--- config.mk ---
export PLATFORM = sky130hd
export DESIGN_NAME = otter_wb_arbiter_flat
export DESIGN_NICKNAME = d
export VERILOG_FILES = /design/src/rtl/otter_wb_pkg.sv /design/src/rtl/otter_wb_arbiter_if.sv /design/src/rtl/otter_wb_fifo.sv /design/src/rtl/otter_wb_arbiter.sv /design/src/flat_wrapper.sv
export SDC_FILE = /design/constraint.sdc
export NUM_CORES = 1
export LEC_CHECK = 0
export CORE_MARGIN = 5
export CORE_UTILIZATION = 52
export CTS_CLUSTER_DIAMETER = 80
export CTS_CLUSTER_SIZE = 20
export DETAILED_ROUTE_END_ITERATION = 6
export PLACE_DENSITY = 0.85
export SYNTH_ARGS = -nofsm -noshare
export SYNTH_HDL_FRONTEND = slang
export SYNTH_HIERARCHICAL = 1
export SYNTH_SLANG_ARGS = --single-unit
--- constraint.sdc ---
create_clock -name clock -period 6.7 [get_ports clock]
set_input_delay 1.005 -clock clock [delete_from_list [all_inputs] [get_ports clock]]
set_output_delay 1.005 -clock clock [all_outputs]
set_load 0.03 [all_outputs]
--- src/rtl/otter_wb_pkg.sv ---
// Shared types and constants for the writeback arbiter and its result buffer.
package otter_wb_pkg;

  localparam int unsigned WB_FIFO_DEPTH = 2;
  localparam int unsigned WB_STARVE_MAX = 3;

  typedef enum logic [0:0] {
    ARB_ALU,
    ARB_DRAIN
  } arb_state_t;

  typedef struct packed {
    logic [4:0]  rd;
    logic [31:0] data;
  } wb_entry_t;

endpackage

--- src/rtl/otter_wb_arbiter_if.sv ---
// Pipeline-side bundle for the writeback arbiter: ALU/multi-cycle results,
// register file write port and scoreboard lookups.
interface otter_wb_arbiter_if;
  logic        alu_valid;
  logic [4:0]  alu_rd;
  logic [31:0] alu_data;
  logic        alu_stall;

  logic        mc_valid;
  logic [4:0]  mc_rd;
  logic [31:0] mc_data;
  logic        mc_ready;

  logic        rf_we;
  logic [4:0]  rf_waddr;
  logic [31:0] rf_wdata;

  logic        issue_valid;
  logic [4:0]  issue_rd;
  logic [4:0]  chk_rs1;
  logic [4:0]  chk_rs2;
  logic        hazard;
  logic        proto_err;

  modport master (
    output alu_valid, alu_rd, alu_data, mc_valid, mc_rd, mc_data,
    output issue_valid, issue_rd, chk_rs1, chk_rs2,
    input  alu_stall, mc_ready, rf_we, rf_waddr, rf_wdata, hazard, proto_err
  );

  modport slave (
    input  alu_valid, alu_rd, alu_data, mc_valid, mc_rd, mc_data,
    input  issue_valid, issue_rd, chk_rs1, chk_rs2,
    output alu_stall, mc_ready, rf_we, rf_waddr, rf_wdata, hazard, proto_err
  );
endinterface

--- src/rtl/otter_wb_fifo.sv ---
// Small in-order buffer for multi-cycle results awaiting a writeback slot.
module otter_wb_fifo
  import otter_wb_pkg::*;
#(
  parameter int unsigned Depth = WB_FIFO_DEPTH,
  localparam int unsigned CntW = $clog2(Depth + 1)
) (
  input  logic            clock,
  input  logic            reset_n,
  input  logic            push,
  input  logic            pop,
  input  wb_entry_t       wdata,
  output wb_entry_t       rdata,
  output logic            full,
  output logic            empty,
  output logic [CntW-1:0] count
);

  localparam int unsigned PtrW = (Depth > 1) ? $clog2(Depth) : 1;

  wb_entry_t       mem_q [Depth];
  logic [PtrW-1:0] wptr_q, rptr_q;
  logic [CntW-1:0] count_q;
  logic            do_push, do_pop;

  function automatic logic [PtrW-1:0] ptr_inc(input logic [PtrW-1:0] p);
    return (p == PtrW'(Depth - 1)) ? '0 : p + 1'b1;
  endfunction

  assign full    = (count_q == CntW'(Depth));
  assign empty   = (count_q == '0);
  assign count   = count_q;
  assign rdata   = mem_q[rptr_q];
  assign do_push = push && !full;
  assign do_pop  = pop && !empty;

  always_ff @(posedge clock) begin
    if (do_push) mem_q[wptr_q] <= wdata;
  end

  always_ff @(posedge clock or negedge reset_n) begin
    if (!reset_n) begin
      wptr_q  <= '0;
      rptr_q  <= '0;
      count_q <= '0;
    end else begin
      if (do_push) wptr_q <= ptr_inc(wptr_q);
      if (do_pop)  rptr_q <= ptr_inc(rptr_q);
      case ({do_push, do_pop})
        2'b10:   count_q <= count_q + 1'b1;
        2'b01:   count_q <= count_q - 1'b1;
        default: count_q <= count_q;
      endcase
    end
  end

endmodule

--- src/rtl/otter_wb_arbiter.sv ---
// Writeback arbiter: ALU results take priority, buffered multi-cycle results are
// drained on idle slots or forcibly after starvation. Scoreboard: OTTER_WB_SCOREBOARD_EN.
module otter_wb_arbiter
  import otter_wb_pkg::*;
(
  input logic               clock,
  input logic               reset_n,
  otter_wb_arbiter_if.slave bus
);

  localparam int unsigned CntW = $clog2(WB_FIFO_DEPTH + 1);
  localparam int unsigned NxtW = CntW + 1;

  arb_state_t      state_q;
  logic [1:0]      starve_q;
  logic            mc_ready_q, proto_err_q;
  logic            rf_we_q;
  logic [4:0]      rf_waddr_q;
  logic [31:0]     rf_wdata_q;

  wb_entry_t       head, mc_entry;
  logic            fifo_full, fifo_empty;
  logic [CntW-1:0] fifo_count;
  logic            alu_win, fifo_pop, mc_push, mc_ready_d;
  logic [NxtW-1:0] cnt_nxt;

  assign mc_entry = '{rd: bus.mc_rd, data: bus.mc_data};
  assign mc_push  = bus.mc_valid && mc_ready_q;

  otter_wb_fifo #(
    .Depth(WB_FIFO_DEPTH)
  ) u_fifo (
    .clock  (clock),
    .reset_n(reset_n),
    .push   (mc_push),
    .pop    (fifo_pop),
    .wdata  (mc_entry),
    .rdata  (head),
    .full   (fifo_full),
    .empty  (fifo_empty),
    .count  (fifo_count)
  );

  // A drain cycle always takes the FIFO head, even if the ALU ignores the stall.
  always_comb begin
    alu_win  = 1'b0;
    fifo_pop = 1'b0;
    if (state_q == ARB_DRAIN) fifo_pop = !fifo_empty;
    else if (bus.alu_valid)   alu_win  = 1'b1;
    else                      fifo_pop = !fifo_empty;
  end

  assign cnt_nxt    = {1'b0, fifo_count} + NxtW'(mc_push) - NxtW'(fifo_pop);
  assign mc_ready_d = (cnt_nxt < NxtW'(WB_FIFO_DEPTH));

  always_ff @(posedge clock or negedge reset_n) begin
    if (!reset_n) begin
      state_q     <= ARB_ALU;
      starve_q    <= 2'd0;
      mc_ready_q  <= 1'b0;
      proto_err_q <= 1'b0;
      rf_we_q     <= 1'b0;
      rf_waddr_q  <= 5'd0;
      rf_wdata_q  <= 32'd0;
    end else begin
      mc_ready_q <= mc_ready_d;
      rf_we_q    <= 1'b0;
      if (alu_win) begin
        rf_we_q    <= |bus.alu_rd;
        rf_waddr_q <= bus.alu_rd;
        rf_wdata_q <= bus.alu_data;
      end else if (fifo_pop) begin
        rf_we_q    <= |head.rd;
        rf_waddr_q <= head.rd;
        rf_wdata_q <= head.data;
      end
      case (state_q)
        ARB_ALU: begin
          if (fifo_empty || fifo_pop) begin
            starve_q <= 2'd0;
          end else if (alu_win) begin
            if (starve_q == 2'(WB_STARVE_MAX)) begin
              state_q  <= ARB_DRAIN;
              starve_q <= 2'd0;
            end else begin
              starve_q <= starve_q + 2'd1;
            end
          end
        end
        ARB_DRAIN: begin
          state_q  <= ARB_ALU;
          starve_q <= 2'd0;
          if (bus.alu_valid) proto_err_q <= 1'b1;
        end
        default: state_q <= ARB_ALU;
      endcase
    end
  end

  assign bus.alu_stall = (state_q == ARB_DRAIN);
  assign bus.mc_ready  = mc_ready_q;
  assign bus.proto_err = proto_err_q;
  assign bus.rf_we     = rf_we_q;
  assign bus.rf_waddr  = rf_waddr_q;
  assign bus.rf_wdata  = rf_wdata_q;

`ifdef OTTER_WB_SCOREBOARD_EN
  logic [31:0] busy_q, busy_d;

  // Issue is applied after the writeback clear so a same-cycle re-issue stays busy.
  always_comb begin
    busy_d = busy_q;
    if (rf_we_q) busy_d[rf_waddr_q] = 1'b0;
    if (bus.issue_valid && (bus.issue_rd != 5'd0)) busy_d[bus.issue_rd] = 1'b1;
  end

  always_ff @(posedge clock or negedge reset_n) begin
    if (!reset_n) busy_q <= 32'd0;
    else          busy_q <= busy_d;
  end

  assign bus.hazard = ((bus.chk_rs1 != 5'd0) && busy_q[bus.chk_rs1]) ||
                      ((bus.chk_rs2 != 5'd0) && busy_q[bus.chk_rs2]);
`else
  logic unused_sb;
  assign unused_sb  = ^{bus.issue_valid, bus.issue_rd, bus.chk_rs1, bus.chk_rs2};
  assign bus.hazard = 1'b0;
`endif

endmodule

--- src/flat_wrapper.sv ---
// flat-port wrapper written by rule: the top's interface ports become plain ports
module otter_wb_arbiter_flat import otter_wb_pkg::*;
  (clock, reset_n, bus_alu_valid, bus_alu_rd, bus_alu_data, bus_mc_valid, bus_mc_rd, bus_mc_data, bus_issue_valid, bus_issue_rd, bus_chk_rs1, bus_chk_rs2, bus_alu_stall, bus_mc_ready, bus_rf_we, bus_rf_waddr, bus_rf_wdata, bus_hazard, bus_proto_err);
  otter_wb_arbiter_if bus_i ();
  input logic clock;
  input logic reset_n;
  input wire logic [$bits(bus_i.alu_valid)-1:0] bus_alu_valid;
  input wire logic [$bits(bus_i.alu_rd)-1:0] bus_alu_rd;
  input wire logic [$bits(bus_i.alu_data)-1:0] bus_alu_data;
  input wire logic [$bits(bus_i.mc_valid)-1:0] bus_mc_valid;
  input wire logic [$bits(bus_i.mc_rd)-1:0] bus_mc_rd;
  input wire logic [$bits(bus_i.mc_data)-1:0] bus_mc_data;
  input wire logic [$bits(bus_i.issue_valid)-1:0] bus_issue_valid;
  input wire logic [$bits(bus_i.issue_rd)-1:0] bus_issue_rd;
  input wire logic [$bits(bus_i.chk_rs1)-1:0] bus_chk_rs1;
  input wire logic [$bits(bus_i.chk_rs2)-1:0] bus_chk_rs2;
  output wire logic [$bits(bus_i.alu_stall)-1:0] bus_alu_stall;
  output wire logic [$bits(bus_i.mc_ready)-1:0] bus_mc_ready;
  output wire logic [$bits(bus_i.rf_we)-1:0] bus_rf_we;
  output wire logic [$bits(bus_i.rf_waddr)-1:0] bus_rf_waddr;
  output wire logic [$bits(bus_i.rf_wdata)-1:0] bus_rf_wdata;
  output wire logic [$bits(bus_i.hazard)-1:0] bus_hazard;
  output wire logic [$bits(bus_i.proto_err)-1:0] bus_proto_err;
  assign bus_i.alu_valid = bus_alu_valid;
  assign bus_i.alu_rd = bus_alu_rd;
  assign bus_i.alu_data = bus_alu_data;
  assign bus_i.mc_valid = bus_mc_valid;
  assign bus_i.mc_rd = bus_mc_rd;
  assign bus_i.mc_data = bus_mc_data;
  assign bus_i.issue_valid = bus_issue_valid;
  assign bus_i.issue_rd = bus_issue_rd;
  assign bus_i.chk_rs1 = bus_chk_rs1;
  assign bus_i.chk_rs2 = bus_chk_rs2;
  assign bus_alu_stall = bus_i.alu_stall;
  assign bus_mc_ready = bus_i.mc_ready;
  assign bus_rf_we = bus_i.rf_we;
  assign bus_rf_waddr = bus_i.rf_waddr;
  assign bus_rf_wdata = bus_i.rf_wdata;
  assign bus_hazard = bus_i.hazard;
  assign bus_proto_err = bus_i.proto_err;
  otter_wb_arbiter u_core (.clock(clock), .reset_n(reset_n), .bus(bus_i));
endmodule
==> results.yml, run 1 <==
power:
  clock_power_share_pct: 30.5
  pwr-share-comb_pct: 32.2
  internal-power_mw: 1.913
  leakage_nw: 2.612
  swShare_pct: 31.57
  pwr_density_cell_nw_per_um2: 411.6
  max-vdd-ir-drop_mv: 0.1789
  power_frac_seq_pct: 37.3
  p_sw_mw: 0.8828
routing:
  num_vias: 2998
  drt-initial-drc-count: 103
  wl_mm: 10.25
  drcViolationCount: 0
  routedWlPerCell_um: 17.48
  vias_per_cell: 5.116
  ant_nets: 0
  firstDrtPassIters: 4
finish:
  final_cells: 586
  layout-drive-gt1-share_pct: 17.29
  fin_nets: 542
  n_antenna_cell: 0
  areaGrowthSynthToFinish_pct: 36.40
clock_network:
  cts_setup_buffers: 0
  cts_max_level: 4
  cts_tree: "done"
  cts_buffer_depth: 2
  numCtsBuffers: 17
  clk_pin_slew_ns: 0.06
  clock-sinks: 121
  clock_tree.root_cell: "clkbuf_8"
  clock_latency_ns: 0.51
  cts_resized: 0
  postCtsHoldBufs: 0
synthesis:
  yosys_warnings: 6
  synth_nets: 421
  syn_inst: 323
  syn_area_per_cell_um2: 15.42
  synth_area_um2: 4981
timing:
  maxSlewViolCount: 0
  fmax_ghz: 0.3468
  tns_ns: 0
  rsz0062_at_grt: "no"
  fin_crit_ns: 2.884
  tightest_slew_ns: 1.133
  max_slew_margin_pct: 24.26
  finalClockSkew_ns: 0.005449
  finalHoldViolations: 0
  setup_violations: 0
  finalCritPeriodShare_pct: 43.04
worst_setup_path:
  setup.worst_path.end_class: "register"
  cp.arrival_ns: 3.32
  crit_type: "in -> reg"
  start_kind: "input port"
  critPathRequiredTime_ns: 7.14
  cp_max_fo: 80
global_routing:
  grt_first_pass_wirelength_mm: 16.79
  overflow: 0
  grt_pass1_vias: 3360
  grt_use_total_pct: 19.08
  grt_max_degree: 81
  antenna_found_initial: 0
worst_hold_path:
  holdCritPathClass: "reg -> reg"
place:
  placed_cells: 554
  gp_congestion: 0.7204
  dpl.hpwl_mm: 6.649
  numPortBuffers: 118
floorplanning:
  core_area_um2: 9284
  initial_utilization_pct: 53.65
  die_w_um: 107.9
  fp-row-count: 35
  dieArea_um2: 11640
  die_h_um: 107.9
  io-pin-count: 136
run:
  maxCapViolCount: 0
outcome:
  outcome: "finished, final reports clean"
[layout by cell type (no fill, tap or decap), drive strengths merged]
| cell | instances |
|---|---|
| fa | 1 |
| mux2i | 37 |
| or4 | 2 |
| clkdlybuf4s50 | 117 |
| edfxtp | 74 |
| xor2 | 2 |
| o31ai | 1 |
| clkbuf | 18 |
| nand2 | 39 |
| o21ai | 38 |
| conb | 1 |
| clkinv | 4 |
| dfrtp | 47 |
| nor2 | 6 |
| ha | 3 |
| nand2b | 1 |
| clkinvlp | 6 |
| inv | 5 |
| xnor2 | 4 |
| mux2 | 37 |
| buf | 4 |
| bufinv | 2 |
| and3b | 2 |
| and3 | 1 |
| nor2b | 3 |
| nor4b | 1 |
| a21o | 1 |
[through the flow]
step | cell area (µm²) | power (mW) | hold WS (ns) | util (%) | setup WS (ns)
finish | 6794 | 2.796 | 0.4613 | 73.18 | 3.816
global route | 6794 | 2.937 | 0.4814 | 73.18 | 3.632
CTS | 6794 | 2.826 | 0.4675 | 73.18 | 3.820
detailed placement | 6226 | 1.955 | 0.4528 | 67.06 | 3.315
global placement | 6226 | 1.923 | 0.4381 | 67.06 | 3.374
floorplan | 4981 | 1.673 | 0.4313 | - | 3.473
[layer usage]
layer / vias up / wire, µm / track usage (%)
met5: - / 0 / 0
met1: 1488 / 4001 / 21.22
li1: 1414 / - / -
met4: 0 / 152 / 7.304
met3: 14 / 475 / 5.039
met2: 82 / 5616 / 34.68
[state kept, by name (all words and copies together), names as in the netlist]
name / count
u_core/bus.rf_wdata: 32
u_core/bus.alu_stall: 1
u_core/u_fifo/count: 2
u_core/starve_q: 2
u_core/u_fifo/mem_q: 74
u_core/bus.rf_we: 1
u_core/bus.rf_waddr: 5
u_core/u_fifo/rptr_q: 1
u_core/u_fifo/wptr_q: 1
u_core/bus.proto_err: 1
u_core/bus.mc_ready: 1
[worst paths after layout]
check	to	slack (ns)	cells past startpoint	from
hold / removal	u_core/bus.proto_err$_DFFE_PN0P_	0.46	1	u_core/bus.proto_err$_DFFE_PN0P_
hold reg to reg	u_core/bus.proto_err$_DFFE_PN0P_	0.46	1	u_core/bus.proto_err$_DFFE_PN0P_
min in group asynchronous	u_core/bus.rf_wdata[18]$_DFFE_PN0P_	0.72	1	reset_n
setup reg to reg	u_core/bus.rf_we$_DFF_PN0_	4.31	5	u_core/u_fifo/rptr_q$_DFFE_PN0P_
max in group asynchronous	u_core/u_fifo/rptr_q$_DFFE_PN0P_	5.22	1	reset_n
setup / recovery	u_core/bus.mc_ready$_DFF_PN0_	3.82	8	bus_alu_valid
[layout make-up]
cell class	instances	area (µm²)
flip-flops and latches	121	3400
fillers	634	2490
multi-input cells	180	1455
repair buffers	121	1199
clock buffers	18	417.9
well taps	129	161.4
clock inverters	14	150.1
inverters	3	11.26
[critical path, stage by stage]
cell and delay (ns):
clkdlybuf4s50_1 0.48, nor2b_4 0.14, buf_4 0.55, nor2_1 0.12
ha_1 0.32, nor2b_1 0.15, fa_1 0.44, nor2_1 0.11
[power groups by stage]
stage	clock, mW	combinational [mW]	sequential [mW]
3_5_place_dp	0	0.898	1.06
3_3_place_gp	0	0.877	1.05
5_1_grt	0.908	0.965	1.06
4_1_cts	0.870	0.911	1.04
6_report	0.853	0.899	1.04
2_1_floorplan	0	0.509	1.16
No activity file was read; power rests on OpenSTA's default activity.
==> inputs of run 2 (changes only) <==
--- a/config.mk
+++ b/config.mk
@@ -6,11 +6,11 @@
 export NUM_CORES = 1
 export LEC_CHECK = 0
 export CORE_MARGIN = 5
-export CORE_UTILIZATION = 52
+export CORE_UTILIZATION = 43
 export CTS_CLUSTER_DIAMETER = 80
 export CTS_CLUSTER_SIZE = 20
 export DETAILED_ROUTE_END_ITERATION = 6
-export PLACE_DENSITY = 0.85
+export PLACE_DENSITY = 0.75
 export SYNTH_ARGS = -nofsm -noshare
 export SYNTH_HDL_FRONTEND = slang
 export SYNTH_HIERARCHICAL = 1
==> constraint.sdc (replaced) <==
create_clock -name clock -period 2.43 [get_ports clock]
set_input_delay 0.3645 -clock clock [delete_from_list [all_inputs] [get_ports clock]]
set_output_delay 0.3645 -clock clock [all_outputs]
set_load 0.03 [all_outputs]
==> results.yml, run 2 (same netlist as run 1, synthesis figures left out) <==
place:
  numPortBuffers: 118
  dpl-instance-area_um2: 6309
  dpl.hpwl_mm: 7.036
  pre_cts_slack_ns: 0.3161
  gp_congestion: 0.7557
worst_setup_path:
  rr_worst_depth: 5
  critical_path_depth: 5
  timing.reg2reg.setup_slack_ns: 0.53
  max_stage_delay_ns: 0.49
  crit_family: "buffers and inverters"
  rr_endpoint: "u_core/bus.rf_wdata[18]$_DFFE_PN0P_"
  crit_path_end: "u_core/bus.rf_wdata[18]$_DFFE_PN0P_"
  critPathSlowestCell: "buf_4"
  cp-startpoint: "u_core/u_fifo/count[1]$_DFFE_PN0P_"
  worst_path_most_repeated_cell: "buf_4"
  cp.arrival_ns: 2.15
  crit_type: "reg -> reg"
  setup.worst_path.end_class: "register"
  crit_chain: "nor2_4 > buf_4 > buf_4 > mux2i_1 > o21ai_0"
  crit_buf_inv: 2
  cp_max_fo: 27
  critPathRequiredTime_ns: 2.68
  start_kind: "register"
  r2r-start: "u_core/u_fifo/count[1]$_DFFE_PN0P_"
timing:
  finalHoldViolations: 0
  setup_violations: 0
  tns_ns: 0
  maxSlewViolCount: 0
  finalCritPeriodShare_pct: 78.21
  layout_setup_ws_ns: 0.5295
  finalClockSkew_ns: 0.006958
  fmax_ghz: 0.5262
  max_slew_margin_pct: 52.65
  tightest_slew_ns: 0.7103
  fin_crit_ns: 1.901
  rsz0062_at_grt: "no"
floorplanning:
  io-pin-count: 136
  die_w_um: 117.6
  fp-row-count: 39
  initial_utilization_pct: 43.81
  dieArea_um2: 13840
  die_h_um: 117.6
  core_area_um2: 11370
clock_network:
  clock_tree.root_cell: "clkbuf_16"
  clk_pin_slew_ns: 0.05
  cts_buffer_depth: 2
  numCtsBuffers: 17
  clock_latency_ns: 0.40
  cts_max_level: 4
  clock-sinks: 121
  cts_resized: 0
  cts_tree: "done"
finish:
  fill_cells: 891
  layout_common_cells: "clkdlybuf4s50_1, edfxtp_1, dfrtp_1, nand2_1"
  regArea_um2: 3400
  fin_nets: 550
  multiInputGateArea_um2: 1455
  largest_reg_flops: 74
  n_antenna_cell: 0
  largest_register: "u_core/u_fifo/mem_q"
  final_common_cell: "clkdlybuf4s50_1"
  areaGrowthSynthToFinish_pct: 38.99
  final_cell_area_um2: 6923
  layout-drive-gt1-share_pct: 18.28
  fin_util_pct: 60.89
routing:
  wl_mm: 10.43
  num_vias: 3011
  ant_nets: 0
  drcViolationCount: 0
  vias_per_cell: 4.952
  drt-initial-drc-count: 117
  firstDrtPassIters: 4
  routedWlPerCell_um: 17.16
global_routing:
  grt-busiest-layer: "met2"
  overflow: 0
  grt_first_pass_wirelength_mm: 17.40
  use_met2_pct: 27.62
  met3_usage_pct: 6.007
  grt_pass1_vias: 3409
  grt_max_degree: 80
  antenna_found_initial: 0
  grt_use_total_pct: 15.93
  grt_use_met1_pct: 18.14
power:
  leakage_nw: 2.672
  pwr_density_cell_nw_per_um2: 1141
  max-vdd-ir-drop_mv: 0.5703
  p_total_mw: 7.897
worst_hold_path:
  holdCritPathClass: "reg -> reg"
  worstHoldPathCells: 1
outcome:
  outcome: "finished, final reports clean"
run:
  maxCapViolCount: 0
[run 2: area by class of cell]
type                    count  share of cell area (%)
multi-input cells         180                   21.02
clock buffers              18                   6.199
well taps                 143                   2.584
inverters                   3                  0.1627
repair buffers            129                   18.40
flip-flops and latches    121                   49.11
clock inverters            14                   2.530
[run 2: repair_timing]
item	CTS	global route
buffers inserted	0	0
hold buffers	1	0
hold endpoints to repair	1	0
[run 2: through the flow]
stage                     hold WS, ns  instances
after global placement         0.4134        575
after CTS                      0.4624        608
after floorplan               0.06891        323
after global routing           0.4868        608
after detailed placement       0.4413        575
final                          0.4637        608
[run 2: per-layer routing]
| metal | up-vias | part of all wire (%) |
|---|---|---|
| li1 | 1436 | - |
| met4 | 0 | 0.74 |
| met3 | 7 | 5.1 |
| met5 | - | 0 |
| met2 | 84 | 53 |
| met1 | 1484 | 41 |
[run 2: worst min-delay path by stage]
stage | startpoint | to | slack (ns)
final | u_core/bus.proto_err$_DFFE_PN0P_ | u_core/bus.proto_err$_DFFE_PN0P_ | 0.46
after global routing | u_core/bus.proto_err$_DFFE_PN0P_ | u_core/bus.proto_err$_DFFE_PN0P_ | 0.49
after CTS | u_core/starve_q[0]$_DFFE_PN0P_ | u_core/starve_q[0]$_DFFE_PN0P_ | 0.46
after detailed placement | reset_n | u_core/bus.rf_wdata[12]$_DFFE_PN0P_ | 0.44
after global placement | reset_n | u_core/bus.rf_wdata[13]$_DFFE_PN0P_ | 0.41
after floorplan | reset_n | u_core/bus.alu_stall$_DFF_PN0_ | 0.07
[run 2: where the power goes]
| part | switching, mW | internal [mW] |
|---|---|---|
| logic | 1.27 | 1.25 |
| clock network | 0.905 | 1.62 |
| registers | 0.258 | 2.60 |
==> inputs of run 3 (changes only) <==
--- a/config.mk
+++ b/config.mk
@@ -6,11 +6,11 @@
 export NUM_CORES = 1
 export LEC_CHECK = 0
 export CORE_MARGIN = 5
-export CORE_UTILIZATION = 43
+export CORE_UTILIZATION = 48
 export CTS_CLUSTER_DIAMETER = 80
 export CTS_CLUSTER_SIZE = 20
 export DETAILED_ROUTE_END_ITERATION = 6
-export PLACE_DENSITY = 0.75
+export PLACE_DENSITY = 0.8
 export SYNTH_ARGS = -nofsm -noshare
 export SYNTH_HDL_FRONTEND = slang
 export SYNTH_HIERARCHICAL = 1
==> constraint.sdc (replaced) <==
create_clock -name clock -period 2 [get_ports clock]
set_input_delay 0.3 -clock clock [delete_from_list [all_inputs] [get_ports clock]]
set_output_delay 0.3 -clock clock [all_outputs]
set_load 0.03 [all_outputs]
==> results.yml, run 3 (same netlist as run 1, synthesis figures left out) <==
clock_network:
  cts_tree: "done"
  cts_resized: 0
  clk_pin_slew_ns: 0.05
  cts_setup_buffers: 0
  postCtsHoldBufs: 1
  clock-sinks: 121
  cts_buffer_depth: 2
  clock_tree.root_cell: "clkbuf_8"
  clock_latency_ns: 0.51
  numCtsBuffers: 17
  cts_max_level: 4
power:
  max-vdd-ir-drop_mv: 0.9123
  leakage_nw: 2.717
  pwr_density_cell_nw_per_um2: 1402
timing:
  finalHoldViolations: 0
  finalCritPeriodShare_pct: 96.75
  rsz0062_at_grt: "no"
  max_slew_margin_pct: 52.92
  tns_ns: 0
  setup_violations: 0
  layout_setup_ws_ns: 0.06499
  finalClockSkew_ns: 0.009684
  fin_crit_ns: 1.935
  maxSlewViolCount: 0
  fmax_ghz: 0.5168
  tightest_slew_ns: 0.7062
floorplanning:
  initial_utilization_pct: 48.69
  fp-row-count: 37
  dieArea_um2: 12510
  die_w_um: 111.9
  core_area_um2: 10230
  die_h_um: 111.9
  io-pin-count: 136
worst_setup_path:
  critPathSlowestCell: "clkdlybuf4s50_1"
  crit_family: "buffers and inverters"
  crit_type: "reg -> out"
  start_kind: "register"
  crit_buf_inv: 1
  crit_chain: "clkdlybuf4s50_1"
  rr_worst_depth: 6
  cp.arrival_ns: 1.64
  timing.reg2reg.setup_slack_ns: 0.26
  cp_max_fo: 3
  max_stage_delay_ns: 0.70
  rr_endpoint: "u_core/bus.mc_ready$_DFF_PN0_"
  setup.worst_path.end_class: "output port"
  critPathRequiredTime_ns: 1.70
  r2r-start: "u_core/u_fifo/count[1]$_DFFE_PN0P_"
finish:
  final_common_cell: "clkdlybuf4s50_1"
  layout_common_cells: "clkdlybuf4s50_1, edfxtp_1, dfrtp_1, nand2_1"
  final_cells: 601
  largest_reg_flops: 74
  regArea_um2: 3400
  n_antenna_cell: 0
  fill_cells: 722
  layout-drive-gt1-share_pct: 17.85
  fin_nets: 550
  largest_register: "u_core/u_fifo/mem_q"
  multiInputGateArea_um2: 1455
  fin_util_pct: 68.17
  areaGrowthSynthToFinish_pct: 40.02
  final_cell_area_um2: 6974
run:
  maxCapViolCount: 0
routing:
  wl_mm: 10.49
  drt-initial-drc-count: 99
  vias_per_cell: 5.018
  firstDrtPassIters: 4
  routedWlPerCell_um: 17.45
  num_vias: 3016
  drcViolationCount: 0
  ant_nets: 0
place:
  dpl.hpwl_mm: 6.970
  numPortBuffers: 118
  dpl-instance-area_um2: 6337
  pre_cts_slack_ns: -0.08934
  placed_cells: 568
  gp_congestion: 0.7331
global_routing:
  grt_pass1_vias: 3273
  antenna_found_initial: 0
  grt_use_total_pct: 17.40
  grt_max_degree: 80
  grt_first_pass_wirelength_mm: 16.67
  overflow: 0
worst_hold_path:
  holdCritPathClass: "in -> async"
outcome:
  outcome: "finished, final reports clean"
==> run 3: layout make-up <==
| class | instances | area share [%] |
|---|---|---|
| Clock buffer | 23 | 6.548 |
| Clock inverter | 9 | 2.440 |
| Inverter | 3 | 0.1615 |
| Multi-Input combinational cell | 180 | 20.86 |
| Sequential cell | 121 | 48.74 |
| Tap cell | 136 | 2.440 |
| Timing Repair Buffer | 129 | 18.80 |
==> run 3: power by group <==
group	switching (mW)	internal [mW]	total (mW)
sequential	0.275	3.16	3.44
combinational	1.61	1.54	3.15
clock	0.987	2.21	3.19
total	2.87	6.91	9.78
==> run 3: per-stage QoR <==
stage | hold slack [ns] | power (mW)
finish | 0.2593 | 9.781
global route | 0.2814 | 10.24
CTS | 0.2540 | 9.895
detailed placement | 0.2503 | 6.652
global placement | 0.2530 | 6.558
floorplan | 0.004409 | 5.608
==> run 3: how the worst max path moves through the flow <==
stage / from / to / slack, ns / depth (start not counted)
after floorplan: u_core/bus.alu_stall$_DFF_PN0_ / u_core/bus.mc_ready$_DFF_PN0_ / 0.01 / 8
after global placement: bus_alu_valid / u_core/bus.mc_ready$_DFF_PN0_ / -0.06 / 7
after detailed placement: bus_alu_valid / u_core/bus.mc_ready$_DFF_PN0_ / -0.09 / 7
after CTS: u_core/bus.alu_stall$_DFF_PN0_ / bus_alu_stall / 0.04 / 1
after global routing: u_core/bus.alu_stall$_DFF_PN0_ / bus_alu_stall / 0.03 / 1
final: u_core/bus.alu_stall$_DFF_PN0_ / bus_alu_stall / 0.06 / 1
==> run 3: worst register-to-register path, stage by stage, from the launching register on <==
cell	delay (ns)
dfrtp_1	0.45
nor2_4	0.16
nor2_1	0.08
ha_1	0.29
nor2b_1	0.15
fa_1	0.42
nor2_1	0.12
==> run 3: layer usage <==
| metal | vias to the layer above | wire length (µm) | track usage [%] |
|---|---|---|---|
| met5 | - | 0 | 0 |
| met2 | 86 | 5569 | 30.42 |
| li1 | 1434 | - | - |
| met4 | 0 | 269 | 8.029 |
| met1 | 1475 | 4144 | 19.27 |
| met3 | 21 | 501 | 5.543 |
